<file path="src/rtl/display_pkg.sv">
`default_nettype none
// ------------------------------------------------------------------
// display_pkg: shared types and constants for the 8-digit scan engine
// Rev 1.0
// ------------------------------------------------------------------
package display_pkg;

   localparam int NUM_DIGITS = 8;

   typedef logic [2:0] digit_idx_t;

   typedef enum logic {S_BLANK, S_SHOW} scan_state_t;

   localparam logic [NUM_DIGITS-1:0] ANODES_OFF = 8'hFF;

   // True when every nibble at or above position idx is zero
   function automatic logic upper_nibbles_zero(input logic [31:0] frame, input digit_idx_t idx);
      logic [31:0] mask;
      mask = 32'hFFFF_FFFF << {idx, 2'b00};
      return (frame & mask) == 32'h0;
   endfunction

endpackage

`default_nettype wire

</file>
<file path="src/rtl/scan_prescaler.sv">
`default_nettype none
// ------------------------------------------------------------------
// scan_prescaler: DIV-modulo dwell counter with blank/dwell strobes
// Rev 1.0
// ------------------------------------------------------------------
module scan_prescaler #(
   parameter int DIV          = 10,
   parameter int BLANK_CYCLES = 2
) (
   input  logic clk,
   input  logic reset_n,
   output logic o_blank_done,
   output logic o_dwell_done
);

   localparam int c_width = (DIV > 1) ? $clog2(DIV) : 1;

   logic [c_width-1:0] r_count;

   assign o_blank_done = (r_count == c_width'(BLANK_CYCLES - 1));
   assign o_dwell_done = (r_count == c_width'(DIV - 1));

   always_ff @(posedge clk or negedge reset_n) begin
      if (!reset_n) begin
         r_count <= '0;
      end else if (o_dwell_done) begin
         r_count <= '0;
      end else begin
         r_count <= r_count + c_width'(1);
      end
   end

endmodule

`default_nettype wire

</file>
<file path="src/rtl/display_scan_controller.sv">
`default_nettype none
// ------------------------------------------------------------------
// display_scan_controller: 8-digit 7-seg scan with blanking and frame
// snapshot. Optional LEADING_ZERO_SUPPRESS_EN blanks leading zeros.
// Rev 1.0
// ------------------------------------------------------------------
module display_scan_controller
   import display_pkg::*;
#(
   parameter int CLK_FREQ_HZ  = 100_000_000,
   parameter int SCAN_RATE_HZ = 1_000,
   parameter int BLANK_CYCLES = 16
) (
   input  logic                  clk,
   input  logic                  reset_n,
   input  logic [31:0]           hex_in,
   input  logic [NUM_DIGITS-1:0] digit_en,
   output logic [31:0]           hex_frame,
   output logic [2:0]            counter,
   output logic [NUM_DIGITS-1:0] anodes,
   output logic                  frame_tick
);

   localparam int c_div = CLK_FREQ_HZ / SCAN_RATE_HZ;

   generate
      if (BLANK_CYCLES <= 0 || BLANK_CYCLES >= c_div) begin : g_bad_blank
         $error("BLANK_CYCLES must satisfy 0 < BLANK_CYCLES < CLK_FREQ_HZ/SCAN_RATE_HZ");
      end
   endgenerate

   scan_state_t           r_state;
   digit_idx_t            r_counter;
   logic [31:0]           r_hex_frame;
   logic [NUM_DIGITS-1:0] r_anodes;
   logic                  r_frame_tick;

   logic                  w_blank_done;
   logic                  w_dwell_done;
   logic                  w_lit;
   logic [NUM_DIGITS-1:0] w_anodes_show;

   scan_prescaler #(
      .DIV          (c_div),
      .BLANK_CYCLES (BLANK_CYCLES)
   ) u_prescaler (
      .clk          (clk),
      .reset_n      (reset_n),
      .o_blank_done (w_blank_done),
      .o_dwell_done (w_dwell_done)
   );

   always_comb begin
      w_lit = digit_en[r_counter];
`ifdef LEADING_ZERO_SUPPRESS_EN
      // Judged on the latched frame so a digit never flickers mid-frame
      if (r_counter != '0 && upper_nibbles_zero(r_hex_frame, r_counter)) begin
         w_lit = 1'b0;
      end
`endif
      w_anodes_show            = ANODES_OFF;
      w_anodes_show[r_counter] = ~w_lit;
   end

   always_ff @(posedge clk or negedge reset_n) begin
      if (!reset_n) begin
         r_state      <= S_BLANK;
         r_counter    <= '0;
         r_hex_frame  <= '0;
         r_anodes     <= ANODES_OFF;
         r_frame_tick <= 1'b0;
      end else begin
         r_frame_tick <= 1'b0;
         case (r_state)
            S_BLANK: begin
               r_anodes <= ANODES_OFF;
               if (w_blank_done) begin
                  r_state  <= S_SHOW;
                  r_anodes <= w_anodes_show;
               end
            end
            S_SHOW: begin
               if (w_dwell_done) begin
                  r_state   <= S_BLANK;
                  r_anodes  <= ANODES_OFF;
                  r_counter <= r_counter + digit_idx_t'(1);
                  if (r_counter == digit_idx_t'(NUM_DIGITS - 1)) begin
                     r_hex_frame  <= hex_in;
                     r_frame_tick <= 1'b1;
                  end
               end else begin
                  r_anodes <= w_anodes_show;
               end
            end
            default: begin
               r_state  <= S_BLANK;
               r_anodes <= ANODES_OFF;
            end
         endcase
      end
   end

   assign hex_frame  = r_hex_frame;
   assign counter    = r_counter;
   assign anodes     = r_anodes;
   assign frame_tick = r_frame_tick;

endmodule

`default_nettype wire
</file>
<file path="config.mk">
export PLATFORM = sky130hd
export DESIGN_NAME = display_scan_controller
export DESIGN_NICKNAME = d
export VERILOG_FILES = /design/src/rtl/display_pkg.sv /design/src/rtl/scan_prescaler.sv /design/src/rtl/display_scan_controller.sv
export SDC_FILE = /design/constraint.sdc
export NUM_CORES = 1
export LEC_CHECK = 0
export CAP_MARGIN = 20
export CORE_MARGIN = 2
export CORE_UTILIZATION = 49
export CTS_CLUSTER_DIAMETER = 100
export DETAILED_ROUTE_END_ITERATION = 8
export GPL_TIMING_DRIVEN = 0
export PLACE_DENSITY_LB_ADDON = 0.12
export REMOVE_ABC_BUFFERS = 1
export SETUP_SLACK_MARGIN = 0.1
export SYNTH_ARGS = -nofsm -noshare
export SYNTH_HDL_FRONTEND = slang
export SYNTH_SLANG_ARGS = --single-unit
</file>
<file path="constraint.sdc">
create_clock -name clk -period 3.2 [get_ports clk]
set_clock_uncertainty 0.1 [all_clocks]
set_input_delay 0.32 -clock clk [delete_from_list [all_inputs] [get_ports clk]]
set_output_delay 0.32 -clock clk [all_outputs]
set_load 0.03 [all_outputs]
</file>
==> flow_summary.toml, run 1 <==
[synth]
ys_async_sr_fraction_pct = 100
ys_seq_area_share_pct = 58.2
yosysWarnings = 0
synthTopCellsByCount = "dfrtp_1, mux2_4, nand3_1"
synth_cell_type_count = 34
synth_area_sq_um = 2680
synth_area_leaders = "dfrtp_1, mux2_4, dfstp_2"
synth_edf_count = 0
syn_inst = 190
avgSynthCellArea_sq_um = 14.1
synth_top_area_share_pct = 50.3
synth_top_cell_by_area = "dfrtp_1"
yosysMostFrequentCell = "dfrtp_1"
synth_flop_cell = "dfrtp_1"
ys_ff_latch = 62

[timing]
slew_violations = 0
rsz0062_at_grt = "no"
whs_ns = 0.382
worstMarginPinSlew_ns = 0.666
max-slew-margin-rel_pct = 55.6
period_minus_slack_ns = 2.37
setup_slack_ns = 0.833
setup-violations-final = 0
hold_viol = 0
max_clock_freq_mhz = 422
period_share_pct = 74.0

[drt]
drc = 0
drt.antenna.violating_nets = 0
drt_wl_total_um = 5470
dr_total_vias = 1810
via_per_inst = 5.08
wl_per_cell_um = 15.4
first_pass_iters = 4
drt_iter0_markers = 104

[setup_path]
endpoint_kind = "flip-flop"
worst_setup_path_start_kind = "flip-flop"
critical_path.max_fanout = 32
r2r_start = "u_prescaler.r_count[0]"
critPathRequiredTime_ns = 3.30
crit_arrival_ns = 2.47
slowest_stage = "nand3_4"
cp-endpoint = "hex_frame[20]"
worst-r2r-setup-slack_ns = 0.83
cp_common_cell = "and4_4"
r2r_end = "hex_frame[20]"
rr_worst_depth = 5
critPathKind = "flip-flop to flip-flop"
worstSetupStartpoint = "u_prescaler.r_count[0]"
path_cells = "ha_1 -> and4_4 -> and4_4 -> nand3_4 -> mux2_4"
slowest_delay_ns = 0.49

[clock_network]
path_clk_slew_ns = 0.06
cts-resized-gates = 0
root_buffer = "clkbuf_8"
cts-buffers-inserted = 9
clock_path_buffers = 2
clkSinkCount = 62
clock_latency_ns = 0.32
h-tree-depth = 3
cts_tree = "built"
hold_buffers = 1
cts_setup_buffers = 0

[power]
power_density_nw_per_um2 = 466
p_leak_nw = 1.72
ir_worst_vdd_v = 0.000480

[finish]
area_growth_pct = 42.7
postLayoutCellArea_sq_um = 3830
antenna_cells = 0
fin_nets = 326
final_cells = 356
fillers = 361
drive_above_1_share_pct = 21.7
final_util_pct = 73.6

[hold_path]
hold_start = "u_prescaler.r_count[0]"
worstHoldPathType = "flip-flop to flip-flop"

[die]
design.core.area_sq_um = 5200
die_h_um = 78.0
rows = 26
dieArea_sq_um = 6090
fp.dieW_um = 78.0
ioPinCount = 86
start_util_pct = 51.6

[global_route]
grt_max_degree = 34
grt_pass1_wl_um = 9220
first_global_vias = 1819
antenna_found_initial = 0
grt_usage_pct = 19.3
grt_overflow = 0

[placed_design]
hpwl_um = 3810
dp_slack_ns = 0.813
gp_congestion = 0.751
dp_cells = 339
io_buffers = 85
dpl-instance-area_sq_um = 3590

[outcome]
status = "completed"

[job]
drv_cap = 0
-- placed cells by master (no fill, tap or decap), types with 2 or more instances in the layout --
cell type        instances
nand3_1                 13
ha_1                     3
and3_1                   2
xnor2_1                  4
a21oi_1                  2
and4b_1                  3
nand4_1                  5
and4_4                   2
nor4b_1                  2
nand2_1                  9
bufinv_16                2
dfstp_2                  8
mux2_4                  30
clkdlybuf4s50_1         84
and4_1                   3
dfrtp_1                 54
mux2_2                   4
xor2_1                  10
nor4_1                   3
nor2_1                  10
clkbuf_8                12
nor3_1                   5
-- state kept, by name, indices dropped and copies added (netlist names) --
register	cells
counter	3
anodes	8
frame_tick	1
hex_frame	32
u_prescaler.r_count	17
r_state	1
-- per-stage QoR --
step / power, mW / setup TNS [ns]
finish: 1.78 / 0
global route: 1.85 / 0
CTS: 1.81 / 0
detailed placement: 1.02 / 0
global placement: 1.01 / -12.89
floorplan: 0.904 / 0
-- power breakdown --
| part | leakage (nW) | total, mW | internal, mW | switching [mW] |
|---|---|---|---|---|
| clock network | 0.120 | 0.779 | 0.502 | 0.277 |
| logic | 0.860 | 0.188 | 0.107 | 0.0811 |
| registers | 0.745 | 0.817 | 0.806 | 0.0113 |
-- per-layer routing --
layer  GRT usage (%)  up-vias  part of all wire [%]  routed length, um
li1                -      865                     -                  -
met1            29.0      879                    49               2700
met2            28.0       58                    43               2380
met3            3.45        8                   5.6                309
met4            7.37        0                   1.5                 84
met5               0        -                     0                  0
-- critical path, delay by kind of cell (launching register included) --
kind,cells,cell delay (ns)
multiplexers,1,0.49
flip-flops,1,0.39
AND/OR/NAND/NOR,3,1.05
adder cells (fa/ha/maj),1,0.22
-- worst min-delay path by stage --
stage                         endpoint  slack, ns  cells past startpoint
2_1_floorplan               counter[0]      -0.08                      0
3_3_place_gp    u_prescaler.r_count[0]       0.38                      1
3_5_place_dp   u_prescaler.r_count[11]       0.29                      1
4_1_cts         u_prescaler.r_count[0]       0.39                      1
5_1_grt         u_prescaler.r_count[0]       0.42                      1
6_report        u_prescaler.r_count[0]       0.38                      1
-- final cells by class --
type                    count  area, sq um  share of cell area [%]
clock inverters             3         65.1                    1.70
inverters                   1         3.75                  0.0980
clock buffers              13          169                    4.41
well taps                  70         87.6                    2.29
multi-input cells         120         1070                    27.9
flip-flops and latches     62         1560                    40.8
repair buffers             87          876                    22.9
-- cell families (layout without fill, tap and decap cells) --
logic type	Yosys count	count (layout)	synth area share (%)
AND/OR/NAND/NOR	64	64	14.2
adder cells (fa/ha/maj)	3	3	1.40
XOR/XNOR	14	14	4.57
AO/OA/AOI/OAI	5	5	1.12
flip-flops	62	62	58.2
buffers and inverters	8	104	2.05
multiplexers	34	34	18.5
No activity file was read; power rests on OpenSTA's default activity.
==> run 2, diff against run 1 <==
CORE_UTILIZATION = 46   (was 49)
clock period = 2.2 ns   (was 3.2 ns; I/O delays follow)
==> run 2 against run 1 <==
Maximum frequency increased by 17%. Total power up 38%. Critical path depth up 1. Final cell count is 1.7% higher. Cell area grew 1.3%. Routed wire length rose by 4.5%. Register-to-register slack got worse by 0.65 ns. Worst setup slack worse by 0.65 ns. Non-clock buffer count rose by 3. Die area grew 6.2%. Highest routed layer unchanged.
==> flow_summary.toml, run 2 (synthesized netlist as in run 1, its figures left out) <==
[power]
p_switching_mw = 0.554
p_int_mw = 1.91
pwr-share-clk_pct = 40.7
ir_worst_vdd_v = 0.000374
power_density_nw_per_um2 = 636
p_seq_share_pct = 48.2
power_frac_comb_pct = 11.1
p_leak_nw = 1.74
total_power_mw = 2.47
swShare_pct = 22.5

[clock_network]
clock_latency_ns = 0.33
h-tree-depth = 3
path_clk_slew_ns = 0.06
root_buffer = "clkbuf_8"
cts_tree = "built"
cts-buffers-inserted = 9
clkSinkCount = 62
clock_path_buffers = 2

[timing]
setup_slack_ns = 0.184
rsz0062_at_grt = "no"
period_minus_slack_ns = 2.02
max_clock_freq_mhz = 496
period_share_pct = 91.7
whs_ns = 0.385
hold_viol = 0
setup-violations-final = 0
worstMarginPinSlew_ns = 0.778
max-slew-margin-rel_pct = 48.1
slew_violations = 0

[drt]
drt.antenna.violating_nets = 0
drt_iter0_markers = 38
drt_wl_total_um = 5720
drc = 0
wl_per_cell_um = 15.8
via_per_inst = 5.07
first_pass_iters = 4
dr_total_vias = 1837

[finish]
final_cell_mix = "clkdlybuf4s50_1, dfrtp_1, mux2_4, nand3_1, clkbuf_8"
antenna_cells = 0
fin_nets = 330
fillers = 417
largest_reg_flops = 32
drive_above_1_share_pct = 22.8
area_growth_pct = 44.6
final_util_pct = 69.6
layout_commonest_cell = "clkdlybuf4s50_1"

[setup_path]
r2r_end = "hex_frame[31]"
endpoint_kind = "flip-flop"
slowest_delay_ns = 0.39
r2r_start = "u_prescaler.r_count[0]"
critPathRequiredTime_ns = 2.31
worstSetupStartpoint = "u_prescaler.r_count[0]"
slowest_stage = "dfrtp_1"
cp-endpoint = "hex_frame[31]"
critPathKind = "flip-flop to flip-flop"
cp_common_cell = "and4_4"
path_cells = "ha_1 -> and4_4 -> and4_4 -> nand3_4 -> buf_12 -> mux2_4"
rr_worst_depth = 6
worst_setup_path_start_kind = "flip-flop"
worst-r2r-setup-slack_ns = 0.18
crit_arrival_ns = 2.13
critical_path.max_fanout = 8

[job]
drv_cap = 0

[die]
start_util_pct = 48.1
design.core.area_sq_um = 5570
fp.dieW_um = 80.4
dieArea_sq_um = 6460
ioPinCount = 86
die_h_um = 80.4
rows = 27

[global_route]
antenna_found_initial = 0
first_global_vias = 1815
grt_overflow = 0
grt_usage_pct = 19.0
grt_max_degree = 35
grt_pass1_wl_um = 9140

[hold_path]
worstHoldPathType = "input port to flip-flop"
holdPathStages = 4

[placed_design]
hpwl_um = 3810
io_buffers = 85
dp_slack_ns = -0.205
gp_congestion = 0.757

[outcome]
status = "completed"
-- run 2: per-stage QoR --
| stage | area (sq um) | std cells | TNS (ns) |
|---|---|---|---|
| CTS | 3880 | 362 | 0 |
| detailed placement | 3590 | 341 | -6.31 |
| floorplan | 2630 | 183 | 0 |
| global route | 3880 | 362 | 0 |
| global placement | 3570 | 340 | -72.47 |
| finish | 3880 | 362 | 0 |
-- run 2: metal layers --
layer  global-route usage (%)  share of wire (%)  vias to the layer above
li1                         -                  -                      872
met1                     26.0                 45                      895
met2                     28.6                 46                       62
met3                     5.39                7.1                        8
met4                     7.12                1.3                        0
met5                        0                  0                        -
-- run 2: critical path: cells and delay by family, from the launching register on --
kind | cells | cell delay (ns)
adders and majority gates | 1 | 0.22
buffers and inverters | 1 | 0.18
DFF | 1 | 0.39
muxes | 1 | 0.30
and+or+nand+nor | 3 | 0.73
-- run 2: area by class of cell --
type                    count  area [sq um]  share of cell area (%)
clock buffers              13           159                    4.10
clock inverters             3          42.5                    1.10
inverters                   1          3.75                  0.0967
multi-input cells         121          1090                    28.0
flip-flops and latches     62          1560                    40.2
well taps                  72          90.1                    2.32
repair buffers             90           936                    24.1
-- run 2: how the worst min path moves through the flow --
stage	start	end	slack (ns)
after floorplan	reset_n	counter[0]	-0.18
after global placement	u_prescaler.r_count[0]	u_prescaler.r_count[0]	0.37
after detailed placement	reset_n	hex_frame[26]	0.24
after CTS	digit_en[4]	anodes[4]	0.37
after global routing	u_prescaler.r_count[0]	u_prescaler.r_count[0]	0.39
final	digit_en[4]	anodes[4]	0.38
-- run 2: power groups by stage --
stage                     combinational (mW)  sequential [mW]  clock [mW]
final                                  0.274             1.19        1.00
after global routing                   0.291             1.19        1.09
after CTS                              0.278             1.19        1.04
after detailed placement               0.274             1.21           0
after global placement                 0.269             1.21           0
after floorplan                       0.0434             1.27           0
-- run 2: timing repair --
item,CTS,global route
resized for setup,1,1
setup endpoints to repair,32,2
gates cloned,1,0
hold buffers,1,0
hold endpoints to repair,33,0
buffers inserted,3,0
